<file path="config.mk">
export PLATFORM = sky130hd
export DESIGN_NAME = hazard_fwd_ctrl
export DESIGN_NICKNAME = d
export VERILOG_FILES = /design/src/rtl/hazard_fwd_ctrl.sv
export SDC_FILE = /design/constraint.sdc
export NUM_CORES = 1
export LEC_CHECK = 0
export CELL_PAD_IN_SITES_DETAIL_PLACEMENT = 0
export CELL_PAD_IN_SITES_GLOBAL_PLACEMENT = 1
export CORE_MARGIN = 3
export CORE_UTILIZATION = 42
export CTS_CLUSTER_SIZE = 40
export DETAILED_ROUTE_END_ITERATION = 6
export GPL_ROUTABILITY_DRIVEN = 0
export PLACE_DENSITY_LB_ADDON = 0.1
export SYNTH_ARGS = -nofsm -noshare
export SYNTH_HDL_FRONTEND = slang
export SYNTH_SLANG_ARGS = --single-unit
</file>
<file path="constraint.sdc">
create_clock -name clk -period 5.6 [get_ports clk]
set_input_delay 1.12 -clock clk [delete_from_list [all_inputs] [get_ports clk]]
set_output_delay 1.12 -clock clk [all_outputs]
set_load 0.1 [all_outputs]
</file>
<file path="src/rtl/hazard_fwd_ctrl.sv">
// Hazard and forwarding controller: tracks in-flight writers after ID,
// picks per-operand forwarding sources and raises load-use stall / branch flush.
module hazard_fwd_ctrl #(
    parameter int RW         = 5,
    parameter int NUM_SRC    = 2,
    parameter int FWD_DEPTH  = 2,
    parameter int LOAD_STAGE = 2,
    localparam int SW        = $clog2(FWD_DEPTH + 1)
) (
    input  logic                    clk,
    input  logic                    rst_n,
    input  logic                    id_valid_i,
    input  logic [NUM_SRC*RW-1:0]   id_src_i,
    input  logic [NUM_SRC-1:0]      id_src_used_i,
    input  logic                    id_wr_i,
    input  logic [RW-1:0]           id_dest_i,
    input  logic                    id_load_i,
    input  logic                    br_taken_i,
    input  logic                    halt_i,
    output logic                    stall_o,
    output logic                    bubble_o,
    output logic                    flush_o,
    output logic [NUM_SRC*SW-1:0]   fwd_sel_o,
    output logic [31:0]             stall_cnt_o,
    output logic [31:0]             flush_cnt_o
);

    logic [FWD_DEPTH:0]        vld_q, vld_d;
    logic [FWD_DEPTH:0]        wr_q, wr_d;
    logic [FWD_DEPTH:0]        ld_q, ld_d;
    logic [RW-1:0]             dst_q [FWD_DEPTH+1];
    logic [RW-1:0]             dst_d [FWD_DEPTH+1];
    logic [NUM_SRC*RW-1:0]     src_q, src_d;
    logic [NUM_SRC-1:0]        used_q, used_d;
    logic [31:0]               scnt_q, scnt_d;
    logic [31:0]               fcnt_q, fcnt_d;

    logic                      hz;
    logic                      flush;
    logic                      stall;
    logic [NUM_SRC*SW-1:0]     fwd;

    // Only stages before LOAD_STAGE-1 hold a load whose data is not yet forwardable.
    always_comb begin
        hz = 1'b0;
        for (int k = 0; k < NUM_SRC; k++) begin
            for (int i = 0; i <= FWD_DEPTH; i++) begin
                if ((i + 2 <= LOAD_STAGE) && id_valid_i && id_src_used_i[k] &&
                    (id_src_i[k*RW +: RW] != '0) &&
                    vld_q[i] && wr_q[i] && ld_q[i] &&
                    (dst_q[i] == id_src_i[k*RW +: RW])) begin
                    hz = 1'b1;
                end
            end
        end
    end

    // Walk from the farthest stage inward so the nearest match overwrites.
    always_comb begin
        fwd = '0;
        for (int k = 0; k < NUM_SRC; k++) begin
            for (int i = FWD_DEPTH; i >= 1; i--) begin
                if (vld_q[0] && used_q[k] && vld_q[i] && wr_q[i] &&
                    (dst_q[i] != '0) &&
                    (dst_q[i] == src_q[k*RW +: RW])) begin
                    fwd[k*SW +: SW] = SW'(i);
                end
            end
        end
    end

    assign flush = br_taken_i & ~halt_i;
    assign stall = hz & ~flush & ~halt_i;

    always_comb begin
        vld_d  = vld_q;
        wr_d   = wr_q;
        ld_d   = ld_q;
        dst_d  = dst_q;
        src_d  = src_q;
        used_d = used_q;
        scnt_d = scnt_q;
        fcnt_d = fcnt_q;
        if (!halt_i) begin
            for (int i = 1; i <= FWD_DEPTH; i++) begin
                vld_d[i] = vld_q[i-1];
                wr_d[i]  = wr_q[i-1];
                ld_d[i]  = ld_q[i-1];
                dst_d[i] = dst_q[i-1];
            end
            if (flush) begin
                vld_d[0] = 1'b0;
                vld_d[1] = 1'b0;
            end else if (stall) begin
                vld_d[0] = 1'b0;
            end else begin
                vld_d[0] = id_valid_i;
                wr_d[0]  = id_wr_i;
                ld_d[0]  = id_load_i;
                dst_d[0] = id_dest_i;
                src_d    = id_src_i;
                used_d   = id_src_used_i;
            end
            if (stall && (scnt_q != 32'hFFFF_FFFF)) begin
                scnt_d = scnt_q + 32'd1;
            end
            if (flush && (fcnt_q != 32'hFFFF_FFFF)) begin
                fcnt_d = fcnt_q + 32'd1;
            end
        end
    end

    always_ff @(posedge clk) begin
        if (!rst_n) begin
            vld_q  <= '0;
            wr_q   <= '0;
            ld_q   <= '0;
            src_q  <= '0;
            used_q <= '0;
            scnt_q <= '0;
            fcnt_q <= '0;
            for (int i = 0; i <= FWD_DEPTH; i++) begin
                dst_q[i] <= '0;
            end
        end else begin
            vld_q  <= vld_d;
            wr_q   <= wr_d;
            ld_q   <= ld_d;
            dst_q  <= dst_d;
            src_q  <= src_d;
            used_q <= used_d;
            scnt_q <= scnt_d;
            fcnt_q <= fcnt_d;
        end
    end

    assign stall_o     = rst_n & stall;
    assign bubble_o    = rst_n & stall;
    assign flush_o     = rst_n & flush;
    assign fwd_sel_o   = rst_n ? fwd : '0;
    assign stall_cnt_o = rst_n ? scnt_q : '0;
    assign flush_cnt_o = rst_n ? fcnt_q : '0;

endmodule

</file>
# Word level (Yosys, flattened, before mapping)
# Index checks and enable logic that the tools add are counted.
[op_classes] add_sub_neg=2 n_eq_ne=8 muxes=12 n_bitwise=8 reduce_logical=39
[op_table] cell="32-bit by 1-bit adder with 32-bit output, second input constant" count=2
[op_table] cell="32-bit two-way mux" count=2
[op_table] cell="32-bit inequality test, second input constant" count=2
[op_table] cell="1-bit logical AND" count=32
[op_table] cell="5-bit == test" count=6
[op_table] cell="5-bit nonzero test" count=4
[op_table] cell="2-bit two-way mux" count=4
[op_table] cell="1-bit bitwise AND" count=5
[op_table] cell="1-bit two-way mux" count=5
[op_table] cell="4-bit two-way mux" count=1
[op_table] cell="2-bit AND reduction" count=2
[op_table] cell="1-bit NOT" count=3
[op_table] cell="3-bit AND reduction" count=1
[totals] ff_bits=98 inputBits=24 out_inout_bits=71 word_cells=80

# Longest topological paths before layout
[depth] word_depth=12 mapped_depth=9 ltp_nobuf=7

# Worst setup path before layout
# OpenSTA, ideal clock, no wires.
[synth_path] path_kind="input -> output" start="input port rst_n" end="output port stall_o" t_arrival_ns=3.844 t_required_ns=4.480 path_slack_ns=0.636 path_stages=7 n_path_buf=5 path_cell_list="clkbuf_1 inv_1 clkbuf_1 clkbuf_1 clkbuf_1 nor2_1 buf_4"
[synth_between] elab_chain_len=1
[synth_rtl] item="start: declaration" line_no="11" rtl="input logic rst_n,"
[synth_rtl] item="1-bit bitwise AND"
[synth_rtl] item="end: declaration" line_no="20" rtl="output logic stall_o,"
# Every way passes these cells.

# Final worst setup path
[layout_path] start="input port rst_n" end="output port stall_cnt_o[1]"
[layout_between] elab_chain_len=1
[layout_rtl] item="32-bit two-way mux" line_no="141" rtl="assign stall_cnt_o = rst_n ? scnt_q : '0;"
[layout_rtl] item="end: declaration" line_no="24" rtl="output logic [31:0] stall_cnt_o,"
# Every way passes these cells.

==> impl_metrics.py <==
metrics = {
    "yosys": {
        "synth_edf_count": 0,
        "syn_area_um2": 5360,
        "syn-instance-count": 657,
        "synth_most_common_cell": "dfxtp_1",
        "yosys.cell_types.count": 51,
        "ys_warn_count": 0,
        "synth_largest_area_cell": "dfxtp_1",
        "netlist.area_leader.share_pct": 36.6,
        "ys_top_cells_by_count": "98 x dfxtp_1, 74 x nor2_1, 63 x and2_1, 55 x nand2_1, 41 x nand3_1",
        "synth_area_leaders": "dfxtp_1 37%, and2_1 7.4%, xnor2_1 6.0%, nor2_1 5.2%, nand2_1 3.9%",
        "ys_ff_latch": 98,
        "synthFlopType": "dfxtp_1",
        "syn_nets": 683,
        "async_reset_ff_share_pct": 0,
        "synth.avg_cell_area_um2": 8.16,
        "seq_area_frac_synth_pct": 36.6,
    },
    "floorplan": {
        "die_h_um": 119,
        "initial_core_util_pct": 43.7,
        "dieArea_um2": 14200,
        "die_x_um": 119,
        "io_pins": 95,
        "core_area_um2": 12300,
        "rows": 40,
    },
    "sta": {
        "setup_viol": 0,
        "worst_pin_slew_ns": 0.984,
        "timing.fmax_ghz": 0.226,
        "hold_slack_ns": 0.463,
        "fin_skew_ns": 0.00727,
        "rsz0062_at_grt": "no",
        "maxSlewHeadroom_pct": 34.2,
        "slew_violations": 0,
        "fin_setup_tns_ns": 0,
        "finalCritPeriodShare_pct": 78.9,
        "hold_violations": 0,
        "period_needed_ns": 4.42,
    },
    "routing": {
        "ant_nets": 0,
        "via_count": 4926,
        "wl_per_cell_um": 15.2,
        "drtIter0Drc": 296,
        "dr.pass1.iters": 4,
        "drt_drc_violations_left": 0,
        "viasPerCell": 5.42,
        "finalWirelength_um": 13800,
    },
    "layout": {
        "fin_nets": 762,
        "diodes": 0,
        "drive_above_1_share_pct": 9.85,
        "syn_to_final_growth_pct": 25.3,
        "fillers": 1173,
    },
    "worst_setup_path": {
        "worstPathArrival_ns": 3.30,
        "crit_required_ns": 4.48,
        "cp_max_fo": 65,
        "reg2reg_depth": 6,
        "critPathKind": "input pin to primary output",
        "critPathLaunch": "rst_n",
        "regToRegSetupSlack_ns": 2.81,
        "r2r_start": "scnt_q[3]$_SDFFE_PN0P_",
        "rr_endpoint": "scnt_q[20]$_SDFFE_PN0P_",
        "cpMaxStageDelayCell": "clkdlybuf4s50_1",
        "crit_path_start_kind": "input pin",
        "cpPeakStageDelay_ns": 1.16,
        "worstPathCellList": "buf_2 > and2_1 > clkdlybuf4s50_1",
        "cp-end-kind": "primary output",
    },
    "power_and_ir_drop": {
        "power.leakage_nw": 2.36,
        "peakVddDrop_mv": 0.158,
        "power_density_nw_per_um2": 215,
    },
    "place": {
        "dp_hpwl_um": 9870,
        "io_buffers": 94,
    },
    "min_path": {
        "min_from": "used_q[1]$_SDFFE_PN0P_",
        "holdPathEnd": "used_q[1]$_SDFFE_PN0P_",
        "hold_path.class": "flip-flop to flip-flop",
        "min_path_cells": 2,
    },
    "clocking": {
        "cts_root_buf": "clkbuf_16",
        "cts_resized": 0,
        "tritoncts": "done",
        "clk_latency_ns": 0.35,
        "cts.sinks": 98,
        "cts_max_level": 3,
        "cts_hold_buffers": 0,
        "numCtsBuffers": 9,
        "cts_buffer_depth": 2,
        "post_cts.repair.setup_buffers": 0,
        "clkTransAtPathRegs_ns": 0.06,
    },
    "global_routing": {
        "grt_usage_pct": 19.8,
        "grt_start_max_net_pins": 66,
        "grt_pass1_vias": 4626,
        "grt_first_pass_wirelength_um": 23100,
        "grt.overflow.total": 0,
        "antenna_found_initial": 0,
    },
    "job": {
        "drv_cap": 0,
    },
    "run_status": {
        "status": "complete, no violations",
    },
}
[flip-flops by register name (all words and copies together) (netlist names)]
signal,flops
fcnt_q,32
scnt_q,32
dst_q,15
src_q,10
vld_q,3
wr_q,3
used_q,2
ld_q,1
[how the worst max path moves through the flow]
stage / to / cells after the start / slack [ns]
floorplan: stall_o / 7 / 0.64
global placement: stall_cnt_o[1] / 3 / 1.20
detailed placement: stall_cnt_o[1] / 3 / 1.16
CTS: stall_cnt_o[1] / 3 / 1.14
global route: stall_cnt_o[1] / 3 / 1.02
finish: stall_cnt_o[1] / 3 / 1.18
[stage by stage]
step | total power [W] | instances | instance area, µm² | util (%) | setup WS (ns)
2_1_floorplan | 0.000795 | 657 | 5360 | - | 0.636
3_3_place_gp | 0.000834 | 893 | 6410 | 52.3 | 1.20
3_5_place_dp | 0.000836 | 893 | 6410 | 52.3 | 1.16
4_1_cts | 0.00147 | 909 | 6720 | 54.8 | 1.14
5_1_grt | 0.00150 | 909 | 6720 | 54.8 | 1.02
6_report | 0.00145 | 909 | 6720 | 54.8 | 1.18
[placed cells by master (no fill, tap or decap), types with 8 or more instances in the layout]
master / n
a21oi_1: 25
clkdlybuf4s50_1: 74
inv_1: 8
or3_1: 19
and2_1: 63
nor4_1: 16
clkbuf_16: 9
buf_4: 26
nand2_1: 55
nor2_1: 74
o21ai_0: 26
o21ai_1: 13
xnor2_1: 37
nand3_1: 41
mux2_1: 13
xor2_1: 9
nand4_1: 23
mux2i_1: 13
nor3_1: 22
dfxtp_1: 98
and4_1: 8
[cells by family after synthesis]
kind of cell	count (synthesis)	share of synthesized area (%)
AND/OR/NAND/NOR	356	36.4
adder cells (fa/ha/maj)	2	0.467
multiplexers	36	7.61
AO/OA/AOI/OAI	75	7.89
XOR/XNOR	46	7.52
buffers and inverters	44	3.48
flip-flops	98	36.6
[layer usage]
layer | wire length [µm] | GRT usage (%) | vias up
met5 | 0 | 0 | -
met4 | 148 | 5.36 | 0
met3 | 714 | 4.56 | 8
met2 | 6540 | 33.0 | 98
met1 | 6410 | 25.8 | 2345
li1 | - | - | 2475
[where the power goes]
part / total, W / leakage (nW) / internal [W] / switching, W
Sequential: 0.000719 / 0.792 / 0.000707 / 0.0000128
Combinational: 0.000100 / 1.41 / 0.0000418 / 0.0000582
Clock: 0.000627 / 0.151 / 0.000368 / 0.000259
[critical path: cells and delay by family]
family	cells	cell delay (ns)
and+or+nand+nor	1	0.28
buffers and inverters	2	1.85
[area by class of cell]
cell class / instances / area (µm²) / area share [%]
Clock buffer: 11 / 253 / 3.76
Clock inverter: 5 / 52.6 / 0.783
Inverter: 9 / 33.8 / 0.503
Multi-Input combinational cell: 515 / 3220 / 48.0
Sequential cell: 98 / 1960 / 29.2
Tap cell: 168 / 210 / 3.13
Timing Repair Buffer: 103 / 981 / 14.6
(Power assumes the default switching activity.)
